File: src/rtl/stage_memory1.sv
// stage_memory1: second memory pipeline stage -- dcache hit/miss resolution, refill/replay FSM,
// load alignment, store lane/mask generation and exception prioritisation.
package stage_memory1_pkg;
  typedef logic [3:0] ecause_t;
  localparam ecause_t CAUSE_LD_MISALIGN = 4'd4;
  localparam ecause_t CAUSE_ST_MISALIGN = 4'd6;
  localparam ecause_t CAUSE_LD_PAGEFAULT = 4'd13;
  localparam ecause_t CAUSE_ST_PAGEFAULT = 4'd15;
endpackage

module stage_memory1
  import stage_memory1_pkg::*;
(
  input  logic        clk_core,
  input  logic        reset_n,
  input  logic        mem0_valid,
  input  logic        mem0_exc,
  input  ecause_t     mem0_exc_cause,
  input  logic [31:2] mem0_pc,
  input  logic        mem0_read,
  input  logic        mem0_write,
  input  logic        mem0_extend,
  input  logic [1:0]  mem0_width,
  input  logic [31:0] mem0_addr,
  input  logic [31:0] mem0_wdata,
  input  logic [4:0]  mem0_wb_reg,
  output logic        mem1_stall,
  input  logic        dc_hit,
  input  logic        dc_fault,
  input  logic [31:0] dc_rdata,
  input  logic [28:2] dc_paddr,
  input  logic        dc_fill_done,
  output logic        mem1_dc_fill,
  output logic        mem1_dc_write,
  output logic [3:0]  mem1_dc_wmask,
  output logic [31:0] mem1_dc_wdata,
  output logic        mem1_mem0_read,
  output logic [28:2] mem1_mem0_addr,
  input  logic        wb_stall,
  output logic        mem1_valid,
  output logic        mem1_exc,
  output ecause_t     mem1_exc_cause,
  output logic [31:2] mem1_pc,
  output logic [4:0]  mem1_wb_reg,
  output logic [31:0] mem1_wb_data,
  output logic [31:0] mem1_fwd_data
);
  typedef enum logic [1:0] {IDLE, MISS, REPLAY, CHECK} state_t;
  state_t r_state, w_next;
  logic        r_valid, r_exc, r_read, r_write, r_extend;
  ecause_t     r_exc_cause;
  logic [31:2] r_pc;
  logic [1:0]  r_width;
  logic [31:0] r_addr, r_wdata;
  logic [4:0]  r_wb_reg;
  logic [28:2] r_paddr;
  logic        w_mem, w_lookup, w_misal, w_early, w_fault, w_exc, w_hit, w_complete, w_miss;
  ecause_t     w_cause;
  logic [7:0]  w_byte;
  logic [15:0] w_half;
  logic [31:0] w_ld, w_wb_data;
  logic [3:0]  w_wmask;
  logic [31:0] w_wdata;

  always_ff @(posedge clk_core or negedge reset_n) begin
    if (!reset_n) begin
      r_valid     <= 1'b0;
      r_exc       <= 1'b0;
      r_exc_cause <= '0;
      r_pc        <= '0;
      r_read      <= 1'b0;
      r_write     <= 1'b0;
      r_extend    <= 1'b0;
      r_width     <= '0;
      r_addr      <= '0;
      r_wdata     <= '0;
      r_wb_reg    <= '0;
    end else if (!mem1_stall) begin
      r_valid     <= mem0_valid;
      r_exc       <= mem0_exc;
      r_exc_cause <= mem0_exc_cause;
      r_pc        <= mem0_pc;
      r_read      <= mem0_read;
      r_write     <= mem0_write;
      r_extend    <= mem0_extend;
      r_width     <= mem0_width;
      r_addr      <= mem0_addr;
      r_wdata     <= mem0_wdata;
      r_wb_reg    <= mem0_wb_reg;
    end
  end

  // Lookup results are only meaningful in IDLE (first lookup) and CHECK (replayed lookup).
  assign w_mem      = r_read | r_write;
  assign w_lookup   = (r_state == IDLE) || (r_state == CHECK);
  assign w_misal    = w_mem & ((r_width == 2'd1) ? r_addr[0] : (r_width[1] & (r_addr[1:0] != 2'd0)));
  assign w_early    = r_exc | w_misal;
  assign w_fault    = w_mem & ~w_early & dc_fault;
  assign w_exc      = w_early | w_fault;
  assign w_cause    = r_exc ? r_exc_cause :
                      w_misal ? (r_read ? CAUSE_LD_MISALIGN : CAUSE_ST_MISALIGN) :
                      (r_read ? CAUSE_LD_PAGEFAULT : CAUSE_ST_PAGEFAULT);
  assign w_hit      = w_mem & ~w_exc & dc_hit;
  assign w_complete = r_valid & w_lookup & (~w_mem | w_exc | dc_hit);
  assign w_miss     = r_valid & w_lookup & w_mem & ~w_exc & ~dc_hit;
  assign mem1_stall = r_valid & ~(w_complete & ~wb_stall);

  // A completed lookup held by wb_stall in CHECK must stay in CHECK so the replayed hit is reused.
  always_comb begin
    w_next = w_miss ? MISS :
             (r_state == MISS) ? (dc_fill_done ? REPLAY : MISS) :
             (r_state == REPLAY) ? CHECK :
             ((r_state == CHECK) && wb_stall) ? CHECK : IDLE;
  end

  always_ff @(posedge clk_core or negedge reset_n) begin
    if (!reset_n) begin
      r_state <= IDLE;
      r_paddr <= '0;
    end else begin
      r_state <= w_next;
      if (w_miss) r_paddr <= dc_paddr;
    end
  end

  assign mem1_dc_fill   = (r_state == MISS);
  assign mem1_mem0_read = (r_state == REPLAY);
  assign mem1_mem0_addr = mem1_mem0_read ? r_paddr : '0;

  assign w_byte    = dc_rdata[{r_addr[1:0], 3'b000} +: 8];
  assign w_half    = r_addr[1] ? dc_rdata[31:16] : dc_rdata[15:0];
  assign w_ld      = (r_width == 2'd0) ? {{24{r_extend & w_byte[7]}}, w_byte} :
                     (r_width == 2'd1) ? {{16{r_extend & w_half[15]}}, w_half} : dc_rdata;
  assign w_wb_data = r_read ? w_ld : r_addr;
  assign mem1_fwd_data = w_wb_data;

  assign w_wmask = (r_width == 2'd0) ? (4'b0001 << r_addr[1:0]) :
                   (r_width == 2'd1) ? (4'b0011 << {r_addr[1], 1'b0}) : 4'b1111;
  assign w_wdata = (r_width == 2'd0) ? {4{r_wdata[7:0]}} :
                   (r_width == 2'd1) ? {2{r_wdata[15:0]}} : r_wdata;
  // Write only on the cycle the store actually leaves, so a wb_stall hold never writes twice.
  assign mem1_dc_write = r_write & w_hit & w_complete & ~wb_stall;
  assign mem1_dc_wmask = mem1_dc_write ? w_wmask : 4'b0000;
  assign mem1_dc_wdata = mem1_dc_write ? w_wdata : '0;

  always_ff @(posedge clk_core or negedge reset_n) begin
    if (!reset_n) begin
      mem1_valid     <= 1'b0;
      mem1_exc       <= 1'b0;
      mem1_exc_cause <= '0;
      mem1_pc        <= '0;
      mem1_wb_reg    <= '0;
      mem1_wb_data   <= '0;
    end else if (!wb_stall) begin
      mem1_valid     <= r_valid & w_complete;
      mem1_exc       <= w_exc;
      mem1_exc_cause <= w_exc ? w_cause : '0;
      mem1_pc        <= r_pc;
      mem1_wb_reg    <= w_exc ? 5'd0 : r_wb_reg;
      mem1_wb_data   <= w_wb_data;
    end
  end
endmodule

File: config.mk
export PLATFORM = sky130hd
export DESIGN_NAME = stage_memory1
export DESIGN_NICKNAME = d
export VERILOG_FILES = /design/src/rtl/stage_memory1.sv
export SDC_FILE = /design/constraint.sdc
export NUM_CORES = 1
export LEC_CHECK = 0
export CELL_PAD_IN_SITES_DETAIL_PLACEMENT = 0
export CELL_PAD_IN_SITES_GLOBAL_PLACEMENT = 2
export CORE_ASPECT_RATIO = 0.9
export CORE_MARGIN = 3
export CORE_UTILIZATION = 32
export DETAILED_ROUTE_END_ITERATION = 8
export GPL_ROUTABILITY_DRIVEN = 0
export PLACE_DENSITY = 0.9
export SYNTH_ARGS = -nofsm -noshare
export SYNTH_HDL_FRONTEND = slang
export SYNTH_SLANG_ARGS = --single-unit
File: constraint.sdc
create_clock -name clk_core -period 3.6 [get_ports clk_core]
set_clock_uncertainty 0.05 [all_clocks]
set_input_delay 0.54 -clock clk_core [delete_from_list [all_inputs] [get_ports clk_core]]
set_output_delay 0.54 -clock clk_core [all_outputs]
set_load 0.03 [all_outputs]
; Word-level counts from Yosys, hierarchy flattened
; Index checks and enable logic that the tools add are counted.
[classes]
addsub = 0
mul = 0
div = 0
n_lt_le_gt_ge = 0
eq_ne = 4
shifts = 3
n_mux = 23
n_bitwise = 30
reduce_logical = 5
[op_table]
columns = cell, count
row1 = 32-bit two-way mux, 6
row2 = 32-bit by 6-bit variable part select with 8-bit output, 1
row3 = 27-bit two-way mux, 1
row4 = 4-bit two-way mux, 6
row5 = 1-bit AND, 19
row6 = 16-bit two-way mux, 1
row7 = 2-bit two-way mux, 7
row8 = 1-bit inverter, 6
row9 = 5-bit two-way mux, 1
row10 = 1-bit OR, 5
row11 = 2-bit by 1-bit == test with 1-bit output (second input constant), 2
row12 = 2-bit == test (second input constant), 2
row13 = 2-bit zero test, 2
row14 = 1-bit by 2-bit << shifter with 4-bit output (first input constant), 1
row15 = 2-bit by 2-bit << shifter with 4-bit output (first input constant), 1
row16 = 2-bit nonzero test, 1
row17 = 1-bit logical AND, 1
row18 = 1-bit logical OR, 1
row19 = 1-bit two-way mux, 1
[word_totals]
ff_bits = 212
latch_bits = 0
mem_bits_rw = 0
rom_bits = 0
in_bits = 175
out_inout_bits = 172
elab_cells = 84
n_memories = 0

; Logic depth before layout (Yosys ltp)
; Gate-level depths: netlist of run 1.
[depth]
depth_word = 16
mapped_depth = 8
ltp_nobuf = 7

; Worst setup path after synthesis of run 1
; No wires, ideal clock.
[synth_timing]
kind = input-to-output
startpoint = in wb_stall
endpoint = out mem1_dc_wdata[13]
arrival_ns = 2.280
slack_ns = 0.730
path_stages = 6
path_buffers = 3
path_cell_list = clkbuf_1 or4_1 nand2b_1 clkbuf_1 buf_1 a21oi_1
[synth_between]
elab_chain_len = 3
[synth_lines]
columns = item, line
row1 = start: declaration, 39  ; input logic wb_stall,
row2 = 1-bit inverter, 142  ; assign mem1_dc_write = r_write & w_hit & w_complete & ~wb_stall;
row3 = 1-bit AND, 142
row4 = 32-bit two-way mux, 144  ; assign mem1_dc_wdata = mem1_dc_write ? w_wdata : '0;
row5 = end: declaration, 36  ; output logic [31:0] mem1_dc_wdata,
; No other way between the ends.

; Final worst setup path of run 1
[layout_timing]
startpoint = reg r_state[0]
endpoint = out mem1_dc_wdata[4]
[layout_between]
elab_chain_len = 7
[layout_lines]
columns = item, line
row1 = start: declaration, 49  ; state_t r_state, w_next;
row2 = start signal: assignment, 121  ; r_state <= w_next;
row3 = 2-bit == test / 2-bit zero test (equally long branches), 95  ; assign w_lookup = (r_state == IDLE) || (r_state == CHECK);
row4 = 1-bit logical OR (*), 95
row5 = 1-bit AND (*) (2 in a row), 104  ; assign w_complete = r_valid & w_lookup & (~w_mem | w_exc | dc_hit);
row6 = 1-bit AND (*) (2 in a row), 142
row7 = 32-bit two-way mux (*), 144
; Mark *: on every way between the ends. The rest lies on a longest branch, timed or not.

==> flow_summary_export.csv, run 1 <==
group,metric,value,unit
cts,cts_buffers,24,
logic_synthesis,synthArstFlopShare,100,%
die,die_y,177,um
grt,grt_pass1_vias,8314,
critical_path,slowest_delay,0.47,ns
run,max_cap_violations,0,
cts,clock_path_buffers,3,
route,drt_first_iter_violations,354,
logic_synthesis,ys_seq_elements,212,
route,final_antenna_net_count,0,
logic_synthesis,synthTopCellsByArea,"dfrtp_1 (51%), mux2_4 (14%), mux2_2 (8.3%)",
logic_synthesis,ys_warn_count,0,
logic_synthesis,yosysSeqAreaShare,50.8,%
route,routedWlPerCell,20.3,um
critical_path,crit_type,"reg -> out",
power_and_ir_drop,vdd_drop_max,556,uV
logic_synthesis,synth_top_area_share,50.8,%
die,row_count,62,
critical_path,crit_path_end_kind,"output port",
die,start_util,32.6,%
timing,worst_pin_slew,1.06,ns
power_and_ir_drop,cellLeakagePower,0.00686,uW
grt,overflow,0,
cts,cts_tree,"built",
logic_synthesis,synth_common_cells,"dfrtp_1 (212), mux2_4 (95), mux2_2 (77)",
finish,nets,1379,
logic_synthesis,yosys.area.top_type,"dfrtp_1",
critical_path,cp.arrival,2.90,ns
route,drc,0,
timing,maxSlewViolCount,0,
logic_synthesis,syn_nets,1044,
logic_synthesis,synth_cell_types,51,
critical_path,critical_path.slowest_cell,"or4_1",
die,dieArea,34900,um2
route,dr.pass1.iters,4,
finish,syn_to_final_growth,45.5,%
grt,antenna_found_initial,0,
timing,hold_violations,0,
critical_path,crit_required,3.01,ns
logic_synthesis,synth_cells,866,
cts,root_buffer,"clkbuf_16",
die,pin_count,347,
cts,path_clk_slew,0.06,ns
timing,setup_violations,0,
logic_synthesis,netlist_area,10500,um2
logic_synthesis,avgSynthCellArea,12.1,um2
worst_hold_path,hold_class,"reg -> reg",
timing,holdWs,0.435,ns
critical_path,cp_max_fo,28,
critical_path,critPathLaunchType,"register",
finish,final_area,15200,um2
timing,relSlewSlack,29.5,%
timing,fin_crit_sh,96.8,%
timing,setup_tns,0,ns
placement,dpl_cell_area,14400,um2
outcome,status,"finished, final reports clean",
power_and_ir_drop,powerDensity,1040,nW/um2
cts,cts.sinks,212,
timing,period_minus_slack,3.49,ns
timing,clock.fmax,287,MHz
finish,reg_top3,"mem1_wb_data x32, r_addr x32, r_wdata x32",
cts,htreeDepth,1,
route,routed_wl,33.2,mm
grt,grt_max_degree,85,
route,num_vias,8057,
logic_synthesis,synth_edf_count,0,
die,die_w,197,um
finish,fill_cells,2957,
logic_synthesis,yosysMostFrequentCell,"dfrtp_1",
logic_synthesis,synth_ff_type,"dfrtp_1",
cts,worstSkewPairLatency,0.52,ns
die,coreArea,32000,um2
finish,drive_gt1_share,22.4,%
placement,place_hpwl,23.6,mm
grt,grt_usage,18.5,%
grt,grt_first_pass_wirelength,51.2,mm
route,post_drt_via_cell_ratio,4.93,
placement,io_buffers,346,
critical_path,path_cells,"inv_1 -> ha_1 -> nand2_1 -> or4_1 -> nand2b_1 -> buf_12 -> inv_2 -> and2_1 -> clkdlybuf4s15_1",
## cells in the final DEF, fill, tap and decap left out, drive strengths merged, types with 4 or more instances in the layout
cell type      instances
mux2i                 20
o2bb2ai                4
a31oi                 10
dlygate4sd2           28
clkdlybuf4s50        299
inv                   28
o21a                   7
nand2b                 5
bufinv                 4
o21ai                 18
o41ai                  5
mux2                 172
dfrtp                212
and2                  52
a21oi                 46
a41o                  23
nor2                  49
and3b                 11
a211oi                 6
buf                   41
clkinv                 9
a22o                   7
o22ai                 27
nand2                 62
clkbuf                31
## final cells by class
type	count	area, um2	share of cell area [%]
timing repair buffer	376	3680	24.2
clock buffer	27	642	4.22
tap	416	520	3.42
inverter	28	105	0.691
antenna	1	2.50	0.0165
sequential	212	5310	34.9
multi-input combinational	559	4740	31.2
clock inverter	16	203	1.33
## kinds of logic after synthesis
family                   share of synthesized area (%)
multiplexers                                      23.9
AND/OR/NAND/NOR                                   9.53
adder cells (fa/ha/maj)                          0.359
AO/OA/AOI/OAI                                     11.2
buffers and inverters                             4.31
flip-flops                                        50.8
## timing repair
item / in CTS / in global routing
setup buffers: 0 / 0
resized for setup: 42 / 16
cloned: 0 / 0
pin swaps: 0 / 0
hold buffers: 1 / 0
endpoints found under the hold margin: 30 / 0
endpoints found under the setup margin: 57 / 18
## per-layer routing
metal | global-route usage, % | vias to the layer above | wire (um)
met5 | 0 | - | 0
met1 | 24.8 | 4032 | 14400
met4 | 3.06 | 0 | 591
met2 | 30.9 | 238 | 16000
met3 | 4.75 | 34 | 2230
li1 | - | 3753 | -
## worst paths after layout
check / start / to / slack, ns / depth (start not counted)
worst max-delay path: r_state[0]$_DFF_PN0_ / mem1_dc_wdata[4] / 0.11 / 9
worst min register to register: mem1_wb_data[25]$_DFFE_PN0N_ / mem1_wb_data[25]$_DFFE_PN0N_ / 0.43 / 2
worst min-delay path: mem1_wb_data[25]$_DFFE_PN0N_ / mem1_wb_data[25]$_DFFE_PN0N_ / 0.43 / 2
worst max register to register: r_width[1]$_DFFE_PN0N_ / r_width[0]$_DFFE_PN0N_ / 0.87 / 6
max in group asynchronous: reset_n / r_addr[15]$_DFFE_PN0N_ / 1.96 / 3
min in group asynchronous: reset_n / mem1_wb_data[3]$_DFFE_PN0N_ / 0.54 / 2
## worst max-delay path, delay by kind of cell, from the launching register on
family        cells  cell delay [ns]
buf+inv           4             0.76
fa+ha+maj         1             0.31
flops             1             0.38
simple gates      4             0.91
## through the flow
stage	worst slack (ns)	total power [uW]	util, %	instances
5_1_grt	-0.00185	16800	47.5	1634
4_1_cts	0.0130	16000	47.4	1634
3_3_place_gp	0.0155	13200	44.8	1590
3_5_place_dp	0.0290	13300	44.8	1590
6_report	0.114	15900	47.5	1635
2_1_floorplan	0.730	10200	-	866
## power by group
group | internal (uW) | switching, uW
sequential | 3610 | 848
clock | 1570 | 1030
combinational | 4260 | 4550
total | 9440 | 6420
No activity file was read; power rests on OpenSTA's default activity.
==> run 2: changes to the inputs <==
--- a/config.mk
+++ b/config.mk
@@ -10,6 +10,7 @@
 export CORE_ASPECT_RATIO = 0.9
 export CORE_MARGIN = 3
 export CORE_UTILIZATION = 32
+export CTS_CLUSTER_DIAMETER = 60
 export DETAILED_ROUTE_END_ITERATION = 8
 export GPL_ROUTABILITY_DRIVEN = 0
 export PLACE_DENSITY = 0.9
==> constraint.sdc (replaced) <==
create_clock -name clk_core -period 3.6 [get_ports clk_core]
set_clock_uncertainty 0.05 [all_clocks]
set_input_delay 1.08 -clock clk_core [delete_from_list [all_inputs] [get_ports clk_core]]
set_output_delay 1.08 -clock clk_core [all_outputs]
set_load 0.03 [all_outputs]
==> run 2 against run 1 <==
  * Combinational power increased by 8.2%
  * Global-route usage increased by 0.54 points
  * Sequential power about the same
  * Non-clock buffer count increased by 49
  * The flow now finishes with violations (negative setup slack)
  * Core utilization increased by 3.2 points
  * Final cell count increased by 3.7%
==> flow_summary_export.csv, run 2 (synthesized netlist as in run 1, its figures left out) <==
group,metric,value,unit
route,num_vias,8286,
route,routedWlPerCell,20.3,um
timing,setup_violations,6,
timing,worst_pin_slew,0.943,ns
timing,setup_ws,-0.0334,ns
cts,cts_tree,"built",
critical_path,cp.arrival,2.50,ns
grt,antenna_found_initial,2,
cts,path_clk_slew,0.06,ns
timing,period_minus_slack,3.63,ns
finish,drive_gt1_share,35.5,%
route,drc,0,
route,wl_met1,14.7,mm
route,post_drt_via_cell_ratio,4.89,
timing,clock.fmax,275,MHz
grt,grt_pass1_vias,8818,
die,row_count,62,
timing,relSlewSlack,37.1,%
cts,htreeDepth,1,
route,wl_met3,2.42,mm
critical_path,crit_path_end_kind,"output port",
grt,grt_usage,19.1,%
finish,mostFrequentLayoutCells,"clkdlybuf4s50_1 (260), dfrtp_1 (208), mux2_4 (95), buf_4 (89), mux2_2 (77)",
die,coreArea,32000,um2
cts,ctsHoldBuffers,0,
critical_path,cp_max_fo,8,
critical_path,r2r_slack,0.89,ns
grt,grt_first_pass_wirelength,52.6,mm
cts,root_buffer,"clkbuf_16",
die,dieArea,34900,um2
grt,grt_max_degree,81,
outcome,violations,"negative setup slack",
cts,worstSkewPairLatency,0.54,ns
cts,clock_path_buffers,3,
cts,cts_buffers,27,
route,final_antenna_net_count,0,
power_and_ir_drop,powerDensity,1030,nW/um2
timing,rsz0062_at_grt,"yes",
route,routed_wl,34.3,mm
finish,fill_cells,2870,
route,routed-wl-met2,16.4,mm
die,die_w,197,um
die,die_y,177,um
run,max_cap_violations,0,
finish,reg_top3,"mem1_wb_data x32, r_addr x32, r_wdata x32",
critical_path,crit_required,2.47,ns
worst_hold_path,hold_class,"in -> async",
route,top_layer,"met4",
finish,nets,1432,
critical_path,r2r_start,"r_read$_DFFE_PN0N_",
outcome,status,"finished with violations",
timing,maxSlewViolCount,0,
critical_path,crit_type,"in -> out",
power_and_ir_drop,cellLeakagePower,0.00726,uW
timing,hold_violations,0,
placement,pre_cts_slack,-0.509,ns
timing,fin_crit_sh,101,%
critical_path,rr_endpoint,"r_width[1]$_DFFE_PN0N_",
critical_path,critPathLaunchType,"input port",
critical_path,worst-r2r-cell-count,6,
power_and_ir_drop,vdd_drop_max,545,uV
route,drt_first_iter_violations,286,
placement,place_hpwl,24.4,mm
finish,syn_to_final_growth,55.3,%
die,start_util,32.6,%
cts,cts.sinks,212,
grt,overflow,0,
die,pin_count,347,
route,dr.pass1.iters,4,
placement,dpl_cell_area,14800,um2
finish,final_common_cell,"clkdlybuf4s50_1",
placement,io_buffers,346,
finish,final_area,16200,um2
-- run 2: stage by stage --
step / setup TNS [ns] / util [%] / power, uW / std cells / hold slack [ns]
2_1_floorplan: -1.31 / - / 10300 / 866 / 0.412
3_3_place_gp: -20.73 / 46.2 / 13500 / 1631 / 0.418
3_5_place_dp: -21.87 / 46.2 / 13600 / 1631 / 0.423
4_1_cts: -0.0999 / 50.4 / 16900 / 1691 / 0.416
5_1_grt: -0.878 / 50.6 / 17700 / 1693 / 0.437
6_report: -0.121 / 50.7 / 16800 / 1695 / 0.428
-- run 2: worst max-delay path by stage --
stage | start | to | slack [ns] | depth (start not counted)
6_report | dc_hit | mem1_dc_wdata[9] | -0.03 | 8
5_1_grt | r_state[1]$_DFF_PN0_ | mem1_dc_wdata[9] | -0.09 | 8
4_1_cts | r_state[1]$_DFF_PN0_ | mem1_dc_wdata[15] | -0.02 | 8
3_5_place_dp | dc_hit | mem1_dc_wdata[6] | -0.51 | 8
3_3_place_gp | dc_hit | mem1_dc_wdata[2] | -0.48 | 8
2_1_floorplan | wb_stall | mem1_dc_wdata[10] | -0.11 | 5
-- run 2: area by class of cell --
| class | count | area, um2 | share of cell area, % |
|---|---|---|---|
| Inverter | 28 | 116 | 0.717 |
| Multi-Input combinational cell | 559 | 5100 | 31.4 |
| Antenna cell | 4 | 10.0 | 0.0617 |
| Clock buffer | 37 | 793 | 4.89 |
| Tap cell | 416 | 520 | 3.21 |
| Sequential cell | 212 | 5310 | 32.7 |
| Timing Repair inverter | 1 | 11.3 | 0.0694 |
| Timing Repair Buffer | 425 | 4230 | 26.0 |
| Clock inverter | 13 | 140 | 0.863 |
-- run 2: repair_timing --
action | in CTS | in global routing
setup endpoints to repair | 69 | 51
cloned | 4 | 0
pin swaps | 16 | 11
resized for setup | 99 | 32
setup buffers | 6 | 1
-- run 2: metal layers --
layer / up-vias / global-route usage [%]
met2: 260 / 31.5
li1: 3861 / -
met5: - / 0
met1: 4115 / 24.9
met4: 0 / 4.72
met3: 50 / 5.33
-- run 2: critical path, cell delays in order --
cell,delay (ns)
buf_6,0.07
nand2_1,0.05
or4_4,0.51
nand2b_4,0.18
buf_12,0.16
buf_12,0.16
a21oi_4,0.12
buf_6,0.15
-- run 2: power breakdown --
group          internal [uW]  leakage, uW  switching (uW)
combinational           4610      0.00429            4920
sequential              3610      0.00250             870
clock                   1690     0.000463            1080
==> run 3: changes to the inputs <==
--- a/config.mk
+++ b/config.mk
@@ -7,7 +7,7 @@
 export LEC_CHECK = 0
 export CELL_PAD_IN_SITES_DETAIL_PLACEMENT = 0
 export CELL_PAD_IN_SITES_GLOBAL_PLACEMENT = 2
-export CORE_ASPECT_RATIO = 0.9
+export CORE_ASPECT_RATIO = 0.8
 export CORE_MARGIN = 3
 export CORE_UTILIZATION = 32
 export CTS_CLUSTER_DIAMETER = 60
==> run 3 against run 2 <==
  * The flow now finishes without violations
  * First-iteration DRC count grew 58%
  * Maximum frequency up 1.6%
  * Critical endpoint is now mem1_dc_wdata[10]
  * Flip-flop and latch count did not move
  * Critical path depth unchanged
==> flow_summary_export.csv, run 3 (synthesized netlist as in run 1, its figures left out) <==
group,metric,value,unit
outcome,status,"finished, final reports clean",
finish,fin_util,51.2,%
timing,maxSlewViolCount,0,
timing,hold_violations,0,
finish,final_area,16300,um2
die,coreArea,31800,um2
power_and_ir_drop,cellLeakagePower,0.00733,uW
die,start_util,32.9,%
timing,worst_pin_slew,0.901,ns
timing,fin_crit_sh,99.4,%
cts,path_clk_slew,0.06,ns
route,final_antenna_net_count,0,
route,routedWlPerCell,20.7,um
die,pin_count,347,
route,drc,0,
placement,io_buffers,346,
placement,place_hpwl,24.8,mm
route,post_drt_via_cell_ratio,4.93,
finish,syn_to_final_growth,55.8,%
power_and_ir_drop,vdd_drop_max,738,uV
die,row_count,58,
finish,final_common_cell,"clkdlybuf4s50_1",
route,drt_first_iter_violations,452,
die,die_w,208,um
die,die_y,168,um
cts,cts_buffers,26,
cts,htreeDepth,1,
run,max_cap_violations,0,
route,routed_wl,35.1,mm
power_and_ir_drop,powerDensity,1040,nW/um2
finish,reg_top3,"mem1_wb_data x32, r_addr x32, r_wdata x32",
cts,root_buffer,"clkbuf_16",
grt,antenna_found_initial,5,
grt,overflow,0,
timing,relSlewSlack,39.9,%
timing,clock.fmax,280,MHz
worst_hold_path,hold_class,"reg -> reg",
timing,rsz0062_at_grt,"yes",
finish,fill_cells,2815,
die,dieArea,34900,um2
grt,grt_pass1_vias,8770,
critical_path,r2r_slack,1.01,ns
critical_path,crit_type,"reg -> out",
grt,grt_max_degree,111,
critical_path,cp_max_fo,5,
cts,ctsHoldBuffers,0,
placement,dpl_cell_area,14800,um2
grt,grt_first_pass_wirelength,53.8,mm
cts,cts_tree,"built",
timing,setup_violations,0,
timing,setup_tns,0,ns
finish,mostFrequentLayoutCells,"clkdlybuf4s50_1 (257), dfrtp_1 (207), buf_4 (98), mux2_4 (96), mux2_2 (76)",
finish,nets,1439,
grt,grt_usage,19.5,%
cts,cts.sinks,212,
critical_path,cp.arrival,2.45,ns
cts,clock_path_buffers,3,
critical_path,crit_path_end_kind,"output port",
route,num_vias,8390,
finish,drive_gt1_share,35.3,%
cts,worstSkewPairLatency,0.54,ns
timing,period_minus_slack,3.58,ns
critical_path,critPathLaunchType,"register",
critical_path,crit_required,2.47,ns
route,dr.pass1.iters,5,
run 3: cell count changes in the layout (fill, tap and decap cells not counted), moves of 4 or more:
cell and change:
a21oi_2 -6, inv_6 -4, buf_4 +9, buf_6 -5
a21oi_1 +5, dlymetal6s2s_1 +6, clkbuf_8 -5
run 3: metrics by stage:
step / cells / worst slack [ns] / hold WS, ns / total power (uW)
2_1_floorplan: 866 / -0.112 / 0.412 / 10300
3_3_place_gp: 1636 / -0.463 / 0.409 / 13600
3_5_place_dp: 1636 / -0.496 / 0.427 / 13700
4_1_cts: 1692 / 0.00159 / 0.444 / 16900
5_1_grt: 1701 / -0.0372 / 0.464 / 17900
6_report: 1701 / 0.0225 / 0.437 / 17000
run 3: layout make-up:
cell class | count | area (um2) | area share (%)
timing repair buffer | 432 | 4280 | 26.3
tap | 420 | 526 | 3.23
multi-input combinational | 560 | 5140 | 31.6
inverter | 28 | 111 | 0.684
clock inverter | 11 | 186 | 1.14
clock buffer | 34 | 711 | 4.36
sequential | 212 | 5310 | 32.6
timing repair inverter | 1 | 7.51 | 0.0461
antenna | 3 | 7.51 | 0.0461
run 3: timing repair:
item / 4_1_cts / 5_1_grt
gates resized for setup: 89 / 44
setup endpoints to repair: 70 / 61
setup buffers: 8 / 5
pin swaps: 15 / 14
cloned: 3 / 1
run 3: where the power goes:
group,switching [uW],internal (uW)
clock,1050,1680
sequential,914,3610
combinational,4990,4710
run 3: worst paths after layout:
kind / end / startpoint / depth (start not counted)
worst max-delay path: mem1_dc_wdata[10] / r_state[0]$_DFF_PN0_ / 8
worst max register to register: r_read$_DFFE_PN0N_ / r_addr[1]$_DFFE_PN0N_ / 6
worst min-delay path: mem1_wb_data[25]$_DFFE_PN0N_ / mem1_wb_data[25]$_DFFE_PN0N_ / 2
max in group asynchronous: r_paddr[9]$_DFFE_PN0P_ / reset_n / 2
min in group asynchronous: r_wdata[16]$_DFFE_PN0N_ / reset_n / 1
worst min register to register: mem1_wb_data[25]$_DFFE_PN0N_ / mem1_wb_data[25]$_DFFE_PN0N_ / 2
run 3: critical path, cell delays in order, from the launching register on:
cell	delay, ns
dfrtp_1	0.38
inv_2	0.06
ha_4	0.29
nand2_4	0.05
or4_4	0.46
nand2b_4	0.24
buf_6	0.17
a21oi_2	0.12
buf_6	0.15
run 3: layer usage:
metal | global-route usage (%) | part of all wire (%) | wire length [um] | vias to the layer above
li1 | - | - | - | 3885
met1 | 27.3 | 46 | 16200 | 4200
met2 | 30.9 | 47 | 16300 | 262
met3 | 4.08 | 5.4 | 1920 | 41
met4 | 4.81 | 2.0 | 707 | 2
met5 | 0 | 0.037 | 13 | -
